===== config.mk =====
export PLATFORM = sky130hd
export DESIGN_NAME = segment_driver
export DESIGN_NICKNAME = d
export VERILOG_FILES = /design/src/rtl/segment_driver.sv
export SDC_FILE = /design/constraint.sdc
export NUM_CORES = 1
export LEC_CHECK = 0
export ABC_AREA = 0
export BUFFER_PORTS_ARGS = -buffer_cell sky130_fd_sc_hd__buf_2
export CORE_MARGIN = 2
export CORE_UTILIZATION = 40
export CTS_CLUSTER_DIAMETER = 120
export DETAILED_ROUTE_END_ITERATION = 8
export GPL_TIMING_DRIVEN = 0
export MAX_ROUTING_LAYER = met4
export PLACE_DENSITY_LB_ADDON = 0.2
export SYNTH_ARGS = -nofsm -noshare
export SYNTH_HDL_FRONTEND = slang
export SYNTH_SLANG_ARGS = --single-unit

===== constraint.sdc =====
create_clock -name fnd_clk -period 17 [get_ports fnd_clk]
set_input_delay 0.85 -clock fnd_clk [delete_from_list [all_inputs] [get_ports fnd_clk]]
set_output_delay 0.85 -clock fnd_clk [all_outputs]
set_load 0.02 [all_outputs]

===== src/rtl/segment_driver.sv =====
// Six-digit multiplexed seven-segment driver: decodes a signed display word or message code
// into six segment patterns and scans them one digit per fnd_clk. Option: SEGMENT_ZERO_BLANK_EN.
module segment_driver (
    input  logic        fnd_clk,
    input  logic        rst,
    input  logic [31:0] fnd_serial,
    output logic [5:0]  fnd_s,
    output logic [7:0]  fnd_d
);

    localparam logic [7:0] G_BLANK = 8'h00;
    localparam logic [7:0] G_MINUS = 8'h40;
    localparam logic [7:0] G_E     = 8'h79;
    localparam logic [7:0] G_R     = 8'h50;
    localparam logic [7:0] G_LO_O  = 8'h5C;
    localparam logic [7:0] G_P     = 8'h73;
    localparam logic [7:0] G_L     = 8'h38;
    localparam logic [7:0] G_U     = 8'h3E;
    localparam logic [7:0] G_S     = 8'h6D;
    localparam logic [7:0] G_N     = 8'h54;
    localparam logic [7:0] G_I     = 8'h06;
    localparam logic [7:0] G_T     = 8'h78;
    localparam logic [7:0] G_D     = 8'h5E;
    localparam logic [7:0] G_O     = 8'h3F;
    localparam logic [7:0] G_H     = 8'h76;
    localparam logic [7:0] G_A     = 8'h77;
    localparam logic [7:0] G_Y     = 8'h6E;

    // Frames are written leftmost digit (5) first, matching the packed [5:0] order.
    localparam logic [5:0][7:0] MSG_ERROR = {G_E, G_R, G_R, G_LO_O, G_R, G_BLANK};
    localparam logic [5:0][7:0] MSG_PLUS  = {G_P, G_L, G_U, G_S, G_BLANK, G_BLANK};
    localparam logic [5:0][7:0] MSG_MINUS = {G_N, G_N, G_I, G_N, G_U, G_S};
    localparam logic [5:0][7:0] MSG_MULT  = {G_N, G_N, G_U, G_L, G_T, G_BLANK};
    localparam logic [5:0][7:0] MSG_DIV   = {G_D, G_I, G_U, G_I, G_D, G_E};
    localparam logic [5:0][7:0] MSG_MOD   = {G_N, G_N, G_O, G_D, G_BLANK, G_BLANK};
    localparam logic [5:0][7:0] MSG_HAPPY = {G_H, G_A, G_P, G_P, G_Y, G_BLANK};

    function automatic logic [7:0] digit_glyph(input logic [3:0] d);
        case (d)
            4'd0:    digit_glyph = 8'h3F;
            4'd1:    digit_glyph = 8'h06;
            4'd2:    digit_glyph = 8'h5B;
            4'd3:    digit_glyph = 8'h4F;
            4'd4:    digit_glyph = 8'h66;
            4'd5:    digit_glyph = 8'h6D;
            4'd6:    digit_glyph = 8'h7D;
            4'd7:    digit_glyph = 8'h07;
            4'd8:    digit_glyph = 8'h7F;
            4'd9:    digit_glyph = 8'h6F;
            default: digit_glyph = G_BLANK;
        endcase
    endfunction

    // Shift-add-3 over all 20 magnitude bits; any digit >= 5 is corrected before each shift.
    function automatic logic [23:0] bin_to_bcd(input logic [19:0] bin);
        logic [23:0] bcd;
        bcd = '0;
        for (int i = 19; i >= 0; i--) begin
            for (int d = 0; d < 6; d++) begin
                if (bcd[4*d +: 4] >= 4'd5)
                    bcd[4*d +: 4] = bcd[4*d +: 4] + 4'd3;
            end
            bcd = {bcd[22:0], bin[i]};
        end
        return bcd;
    endfunction

    logic signed [31:0] sval;
    logic               neg;
    logic               in_range;
    logic [19:0]        mag;
    logic [23:0]        bcd;
    logic               msg_hit;
    logic [5:0][7:0]    msg_pat;
    logic [5:0][7:0]    pat_next;
    logic [5:0][7:0]    pat_buf;
    logic [2:0]         scan_cnt;

    assign sval     = signed'(fnd_serial);
    assign neg      = sval[31];
    assign in_range = (sval >= -32'sd99999) && (sval <= 32'sd999999);
    assign mag      = neg ? 20'(-sval) : 20'(sval);
    assign bcd      = bin_to_bcd(mag);

    always_comb begin
        // NOTE: every always_comb output gets a default first so no path leaves it unassigned (no latch).
        msg_hit = 1'b0;
        msg_pat = '0;
        if (fnd_serial[31:24] == 8'h00 && fnd_serial[15:0] == 16'h0000) begin
            msg_hit = 1'b1;
            case (fnd_serial[23:16])
                8'hCC:   msg_pat = '0;
                8'hEE:   msg_pat = MSG_ERROR;
                8'h10:   msg_pat = MSG_PLUS;
                8'h20:   msg_pat = MSG_MINUS;
                8'h30:   msg_pat = MSG_MULT;
                8'h40:   msg_pat = MSG_DIV;
                8'h50:   msg_pat = MSG_MOD;
                8'hA0:   msg_pat = MSG_HAPPY;
                default: msg_hit = 1'b0;
            endcase
        end
    end

`ifdef SEGMENT_ZERO_BLANK_EN
    logic [2:0] msd;

    always_comb begin
        msd = 3'd0;
        for (int i = 1; i < 6; i++) begin
            if (bcd[4*i +: 4] != 4'd0)
                msd = 3'(i);
        end
    end

    always_comb begin
        pat_next = '0;
        if (msg_hit) begin
            pat_next = msg_pat;
        end else if (!in_range) begin
            pat_next = MSG_ERROR;
        end else begin
            // Digits above the most significant one stay blank; the minus floats just left of it.
            for (int i = 0; i < 6; i++) begin
                if (3'(i) <= msd)
                    pat_next[i] = digit_glyph(bcd[4*i +: 4]);
                else if (neg && 3'(i) == msd + 3'd1)
                    pat_next[i] = G_MINUS;
            end
        end
    end
`else
    always_comb begin
        pat_next = '0;
        if (msg_hit) begin
            pat_next = msg_pat;
        end else if (!in_range) begin
            pat_next = MSG_ERROR;
        end else begin
            for (int i = 0; i < 5; i++)
                pat_next[i] = digit_glyph(bcd[4*i +: 4]);
            pat_next[5] = neg ? G_MINUS : digit_glyph(bcd[23:20]);
        end
    end
`endif

    // NOTE: sequential state uses non-blocking assignments so every register samples pre-edge values.
    always_ff @(posedge fnd_clk) begin
        if (!rst) begin
            scan_cnt <= 3'd0;
            // NOTE: the pattern buffer is reset so the first frame after reset is dark, not stale.
            pat_buf  <= '0;
            fnd_s    <= 6'b111111;
            fnd_d    <= 8'h00;
        end else begin
            pat_buf  <= pat_next;
            fnd_s    <= ~(6'b000001 << scan_cnt);
            fnd_d    <= pat_buf[scan_cnt];
            scan_cnt <= (scan_cnt == 3'd5) ? 3'd0 : scan_cnt + 3'd1;
        end
    end

endmodule


# ---- Word level (Yosys, flattened, before mapping)
# Memories as Yosys holds them, arrays and structs flattened.
# Cells that the tools add are included.
dict set report word_totals {
  ff_bits 65
  romBits 672
  inputBits 34
  out_inout_bits 14
  elab_cells 219
  mem_count 6
}
dict set report op_classes {
  addsub 59
  n_lt_le_gt_ge 60
  n_eq_ne 9
  shifts 1
  muxes 67
  n_bitwise 2
  n_reduce_logical 6
}
# name depth width rd rd_ports_with_merged_regs write_ports line_no
set memory_table {}
lappend memory_table {{(name not given)} 16 7 1 0 0 39} ;# case (d)
lappend memory_table {{(name not given)} 16 7 1 0 0 39}
lappend memory_table {{(name not given)} 16 7 1 0 0 39}
lappend memory_table {{(name not given)} 16 7 1 0 0 39}
lappend memory_table {{(name not given)} 16 7 1 0 0 39}
lappend memory_table {{(name not given)} 16 7 1 0 0 39}
# op n
set ops {}
lappend ops {{case mux 47 bit (7 select lines)} 1}
lappend ops {{2-to-1 mux 4 bit} 55}
lappend ops {{greater-or-equal comparator 4 x 3 -> 1 bit (second input constant)} 51}
lappend ops {{adder 4 x 2 -> 4 bit (second input constant)} 50}
lappend ops {{2-to-1 mux 48 bit} 2}
lappend ops {{2-to-1 mux 47 bit} 1}
lappend ops {{greater-or-equal comparator 32 x 18 -> 1 bit (second input constant)} 1}
lappend ops {{less-or-equal comparator 32 x 21 -> 1 bit (second input constant)} 1}
lappend ops {{binary-select mux 8 bit (select 3 bit)} 1}
lappend ops {{equality test 8 bit (second input constant)} 3}
lappend ops {{adder 3 x 2 -> 4 bit (second input constant)} 5}
lappend ops {{2-to-1 mux 20 bit} 1}
lappend ops {{negation 20 bit} 1}
lappend ops {{greater-or-equal comparator 3 bit (second input constant)} 6}
lappend ops {{equality test 8 x 6 -> 1 bit (second input constant)} 2}
lappend ops {{equality test 8 x 7 -> 1 bit (second input constant)} 2}
lappend ops {{logical NOT 16 bit} 1}
lappend ops {{2-to-1 mux 8 bit} 2}
lappend ops {{equality test 8 x 5 -> 1 bit (second input constant)} 1}
lappend ops {{logical NOT 8 bit} 1}
lappend ops {{OR reduction 8 bit} 1}
lappend ops {{adder 3 x 2 -> 3 bit (second input constant)} 2}
lappend ops {{2-to-1 mux 3 bit} 2}
lappend ops {{inverter 6 bit} 1}
lappend ops {{8 further kinds} 10}

# ---- Logic depth before layout (Yosys ltp)
# An unclocked memory read counts as a cell.
dict set report logic_depth {
  depth_word 40
  ltp_mapped 93
  mapped_depth_nobuf 90
}

# ---- Worst setup path before layout
# No wires, ideal clock.
dict set report synth_timing {
  path_type {in2reg}
  from {input port fnd_serial[7]}
  to {register pat_buf[46] (netlist name)}
  setup_time_ns 0.074
  arrival_time_ns 17.053
  t_required_ns 16.926
  setup_slack_ns -0.127
  stages 85
  n_path_buf 5
  cell_sequence {buf_2 -> nor3_2 -> nand4_2 -> o21ai_2 -> xnor2_1 -> a21boi_0 -> ha_1 -> clkbuf_1 -> nor2b_1 -> or3_1 -> a311oi_4 -> mux2i_1 -> xnor2_2 -> ha_1 -> nand2b_1 -> o211ai_1 -> o21a_1 -> buf_2 -> (+49 left out) -> nor3_1 -> mux2i_2 -> ha_1 -> inv_1 -> a21o_1 -> a31oi_1 -> inv_1 -> ha_1 -> or4_1 -> a311oi_1 -> o21bai_4 -> a21oi_1 -> xnor2_1 -> inv_1 -> ha_1 -> o211a_1 -> or3_1 -> a31oi_1}
}
dict set report synth_via {
  elab_chain_len 40
  word_cells_on_any_way 154
  classes_between {add/sub: 48; order compare: 49; mux: 53; reduce/logical: 3; memory: 1}
}
# item line_no
set synth_rtl {}
lappend synth_rtl {{from (decl)} 6} ;# input logic [31:0] fnd_serial,
lappend synth_rtl {{negation 20 bit} 82} ;# assign mag = neg ? 20'(-sval) : 20'(sval);
lappend synth_rtl {{2-to-1 mux 20 bit} 82}
lappend synth_rtl {{adder 3 x 2 -> 4 bit or greater-or-equal comparator 3 bit (tied branches)} {61, 60}}
lappend synth_rtl {{2-to-1 mux 4 bit} 60} ;# if (bcd[4*d +: 4] >= 4'd5)
lappend synth_rtl {{adder 4 x 2 -> 4 bit or greater-or-equal comparator 4 x 3 -> 1 bit (tied branches)} {61, 60}}
lappend synth_rtl {{2-to-1 mux 4 bit} 60}
lappend synth_rtl {{adder 4 x 2 -> 4 bit or greater-or-equal comparator 4 x 3 -> 1 bit (tied branches)} {61, 60}}
lappend synth_rtl {{2-to-1 mux 4 bit} 60}
lappend synth_rtl {{(+24 left out)} --}
lappend synth_rtl {{adder 4 x 2 -> 4 bit, or another cell as far along} 61} ;# bcd[4*d +: 4] = bcd[4*d +: 4] + 4'd3;
lappend synth_rtl {{2-to-1 mux 4 bit or 2-to-1 mux 3 bit (tied branches)} 60}
lappend synth_rtl {{adder 4 x 2 -> 4 bit, or another cell as far along} 61}
lappend synth_rtl {{2-to-1 mux 4 bit or 2-to-1 mux 3 bit (tied branches)} 60}
lappend synth_rtl {{memory read (16 x 7 bit)} --}
lappend synth_rtl {{2-to-1 mux 8 bit} 142} ;# pat_next[5] = neg ? G_MINUS : digit_glyph(bcd[23:20]);
lappend synth_rtl {{2-to-1 mux 48 bit} 137} ;# end else if (!in_range) begin
lappend synth_rtl {{2-to-1 mux 48 bit *} 135} ;# if (msg_hit) begin
lappend synth_rtl {{to (signal assigned)} 156} ;# pat_buf <= pat_next;
lappend synth_rtl {{to (decl)} 76} ;# logic [5:0][7:0] pat_buf;
# Every way passes the cells marked *; elsewhere a longest branch is shown, timed or not.
# A chain may end at the register's enable or synchronous reset.

# ---- Worst setup path after layout
dict set report layout_timing {
  from {input port fnd_serial[0]}
  to {register pat_buf[16] (netlist name)}
}
dict set report layout_via {
  elab_chain_len 39
  word_cells_on_any_way 135
  classes_between {add/sub: 42; order compare: 43; mux: 46; reduce/logical: 3; memory: 1}
}
# item line_no
set layout_rtl {}
lappend layout_rtl {{negation 20 bit} 82}
lappend layout_rtl {{2-to-1 mux 20 bit} 82}
lappend layout_rtl {{adder 3 x 2 -> 4 bit or greater-or-equal comparator 3 bit (tied branches)} {61, 60}}
lappend layout_rtl {{2-to-1 mux 4 bit} 60}
lappend layout_rtl {{adder 4 x 2 -> 4 bit or greater-or-equal comparator 4 x 3 -> 1 bit (tied branches)} {61, 60}}
lappend layout_rtl {{2-to-1 mux 4 bit} 60}
lappend layout_rtl {{adder 4 x 2 -> 4 bit or greater-or-equal comparator 4 x 3 -> 1 bit (tied branches)} {61, 60}}
lappend layout_rtl {{2-to-1 mux 4 bit} 60}
lappend layout_rtl {{(+23 left out)} --}
lappend layout_rtl {{2-to-1 mux 4 bit} 60}
lappend layout_rtl {{adder 4 x 2 -> 4 bit or greater-or-equal comparator 4 x 3 -> 1 bit (tied branches)} {61, 60}}
lappend layout_rtl {{2-to-1 mux 4 bit} 60}
lappend layout_rtl {{adder 4 x 2 -> 4 bit or greater-or-equal comparator 4 x 3 -> 1 bit (tied branches)} {61, 60}}
lappend layout_rtl {{2-to-1 mux 4 bit} 60}
lappend layout_rtl {{memory read (16 x 7 bit)} --}
lappend layout_rtl {{2-to-1 mux 48 bit} 137}
lappend layout_rtl {{2-to-1 mux 48 bit *} 135}
# Marks and branches as above.

==> flow_summary_export.csv <==
group,metric,value,unit
grt,antenna_found_initial,0,
grt,grt_usage,22.9,%
synthesis,syn_area,0.0132,mm^2
die,ioPinCount,48,
synthesis,synth.distinct_cells,135,
timing,fin_crit,16.37,ns
detailed_routing,drc,0,
run,drv_cap,0,
cells_and_area,nNetsFinal,2111,
synthesis,synthesis.nets,1958,
detailed_routing,viasPerCell,6.19,
placement,dp_worst_setup_slack,-2.85,ns
synthesis,synthSimpleGateAreaFrac,24.0,%
timing,hold_violations,0,
worst_setup_path,path_class,"in2reg",
worst_setup_path,rr_endpoint,"fnd_d[2]$_SDFF_PN0_",
timing,setup_ws,0.626,ns
worst_setup_path,worst-path-max-fanout,8,
clocking,cts_made_buffers,9,
synthesis,yosysMostFrequentCell,"nand2_1",
synthesis,ys_ff_latch,58,
timing,rsz0062_at_grt,"true",
detailed_routing,drt_iter0_drc,1096,
run_status,status,"complete, no violations",
synthesis,synth_top_cell_area_share,8.77,%
die,num_rows,66,
worst_hold_path,whs_endpoint,"fnd_s[5]$_SDFF_PN1_",
synthesis,synth-async-reset-ratio,0,%
timing,drv_slew,0,
cells_and_area,num-fill-cells,3244,
synthesis,synth_common_cells,"nand2_1 (171), nor2_1 (146), a21oi_1 (115)",
worst_setup_path,crit_arrival,16.59,ns
die,coreArea,0.0325,mm^2
detailed_routing,via_count,15090,
synthesis,ys_top_cells_by_area,"dfxtp_1 (8.8%), ha_1 (8.2%), nand2_1 (4.8%)",
timing,max_freq,61.1,MHz
worst_hold_path,min_path_type,"reg2reg",
die,dieArea,0.0346,mm^2
cells_and_area,syn_to_final_growth,22.8,%
grt,grt-ovfl-total,0,
grt,grt_pass1_wl,65.3,mm
timing,setup_violations,0,
synthesis,avgSynthCellArea,7.21,um^2
clocking,clkTransAtPathRegs,0.05,ns
placement,dp_cells,2317,
worst_setup_path,critPathMostFrequentCell,"ha_1",
worst_setup_path,crit_path_start_kind,"input port",
detailed_routing,routed_wl,41.5,mm
clocking,clkSinkCount,58,
timing,worst_slew_pin_slew,1.31,ns
worst_hold_path,hold_path_startpoint,"scan_cnt[2]$_SDFF_PP0_",
cells_and_area,drive_gt1_share,24.9,%
placement,place_area,0.0140,mm^2
worst_setup_path,critPathRequiredTime,17.22,ns
placement,gp_congestion,0.944,
cells_and_area,finalNonFillerCells,2437,
die,die_w,186,um
clocking,cts_hold_buf,0,
cells_and_area,finalCoreUtilization,50.0,%
worst_setup_path,r2r_start,"scan_cnt[0]$_SDFF_PP0_",
worst_setup_path,reg2regPathDepth,5,
placement,dp_hpwl,30.3,mm
synthesis,yosysWarnings,0,
grt,grt_pass1_vias,13637,
synthesis,synthAdderAreaFrac,8.30,%
timing,period_share,96.3,%
synthesis,synth_ff_type,"dfxtp_1",
synthesis,synth_top_family_by_area,"compound AO/OA/AOI/OAI gates",
placement,port_buffers,38,
cells_and_area,final_cell_area,0.0163,mm^2
synthesis,synth_cells,1837,
synthesis,synth_edf_count,0,
timing,fin_skew,0.00453,ns
timing,slew-limit-headroom,11.2,%
clocking,cts_root_buffer,"clkbuf_16",
clocking,clk_latency,0.33,ns
die,start_util,40.7,%
clocking,cts_buffer_depth,2,
worst_setup_path,cp_slowest_cell,"or4_1",
detailed_routing,ant_nets,0,
synthesis,synth_top_area_cell,"dfxtp_1",
synthesis,seq_area_frac_synth,8.77,%
worst_setup_path,r2r_slack,14.69,ns
worst_hold_path,holdPathStages,1,
synthesis,synthXorXnorAreaFrac,4.99,%
detailed_routing,dr.pass1.iters,5,
worst_setup_path,end_kind,"flip-flop",
die,fp.dieH,186,um
synthesis,synthMuxAreaShare,7.27,%
synthesis,synth_compound_area_share,41.1,%
cells_and_area,diodes,0,
grt,grt_max_degree,11,
clocking,cts_max_level,3,
worst_setup_path,slowest_delay,0.54,ns
detailed_routing,wl_per_cell,17.0,um
clocking,tritoncts,"yes",
==> repair_timing <==
item	4_1_cts	5_1_grt
resized for setup	94	159
endpoints found under the hold margin	0	0
setup endpoints to repair	40	42
setup buffers	40	69
pin swaps	39	89
==> per-layer routing <==
layer	share of wire, %	wire, um	vias up	GRT usage (%)
li1	-	-	7419	-
met1	48	19800	7222	31.6
met2	47	19300	403	36.9
met3	4.3	1790	46	2.13
met4	1.3	527	0	3.56
met5	0	0	-	-
==> cell families (layout without fill, tap and decap cells) <==
group                      after synthesis  count (layout)
AOI/OAI and AO/OA                      722             722
and+or+nand+nor                        638             638
buffers and inverters                  185             343
adders and majority gates               88              88
muxes                                   81              81
xor gates and xnor gates                64              64
DFF                                     58              58
other                                    1               1
==> sequential cells by signal, summed over array words and instances, names as in the netlist <==
signal    flops
fnd_s         6
fnd_d         7
pat_buf      42
scan_cnt      3
==> worst max-delay path: cells and delay by family <==
kind / cells / cell delay, ns
XOR/XNOR: 2 / 0.35
AND/OR/NAND/NOR: 18 / 4.00
buffers and inverters: 15 / 1.77
multiplexers: 4 / 0.78
AO/OA/AOI/OAI: 28 / 6.25
adder cells (fa/ha/maj): 12 / 2.63
==> cell usage in the layout (no fill, tap or decap), types with 18 or more instances in the layout <==
cell type	count
nand2_1	164
nor2_1	140
buf_4	112
a21oi_1	102
inv_1	90
o21ai_0	83
ha_1	64
dfxtp_1	58
nor3_1	56
nand3_1	52
o211ai_1	45
buf_2	44
mux2i_1	43
clkbuf_1	39
o21ai_1	36
a31oi_1	31
xnor2_1	27
a211oi_1	27
o21a_1	26
a21o_1	26
inv_2	22
and2_1	22
nand2b_1	21
o22ai_1	19
o31ai_1	19
nor4_1	18
a211o_1	18
and3_1	18
==> final cells by class <==
class,count,area [um^2],share of cell area (%)
Tap cell,442,553,3.40
Clock buffer,12,267,1.64
Timing Repair Buffer,147,1030,6.32
Clock inverter,4,48.8,0.300
Multi-Input combinational cell,1594,12500,76.6
Sequential cell,58,1160,7.14
Buffer,64,304,1.87
Inverter,116,443,2.72
==> worst max-delay path by stage <==
stage	startpoint	to	cells after the start
5_1_grt	fnd_serial[0]	pat_buf[14]$_SDFF_PN0_	90
3_5_place_dp	fnd_serial[0]	pat_buf[46]$_SDFF_PN0_	88
3_3_place_gp	fnd_serial[0]	pat_buf[46]$_SDFF_PN0_	85
4_1_cts	fnd_serial[0]	pat_buf[21]$_SDFF_PN0_	91
6_report	fnd_serial[0]	pat_buf[16]$_SDFF_PN0_	79
2_1_floorplan	fnd_serial[7]	pat_buf[46]$_SDFF_PN0_	85
==> stage by stage <==
step,setup TNS [ns],hold slack [ns]
after global routing,-2.95,0.471
after floorplan,0,0.419
after CTS,0,0.457
after global placement,-78.85,0.444
after detailed placement,-85.99,0.445
final,0,0.464
Power is not shown: default switching activity piles up to over one toggle a cycle in this logic, so the estimate is an artifact.
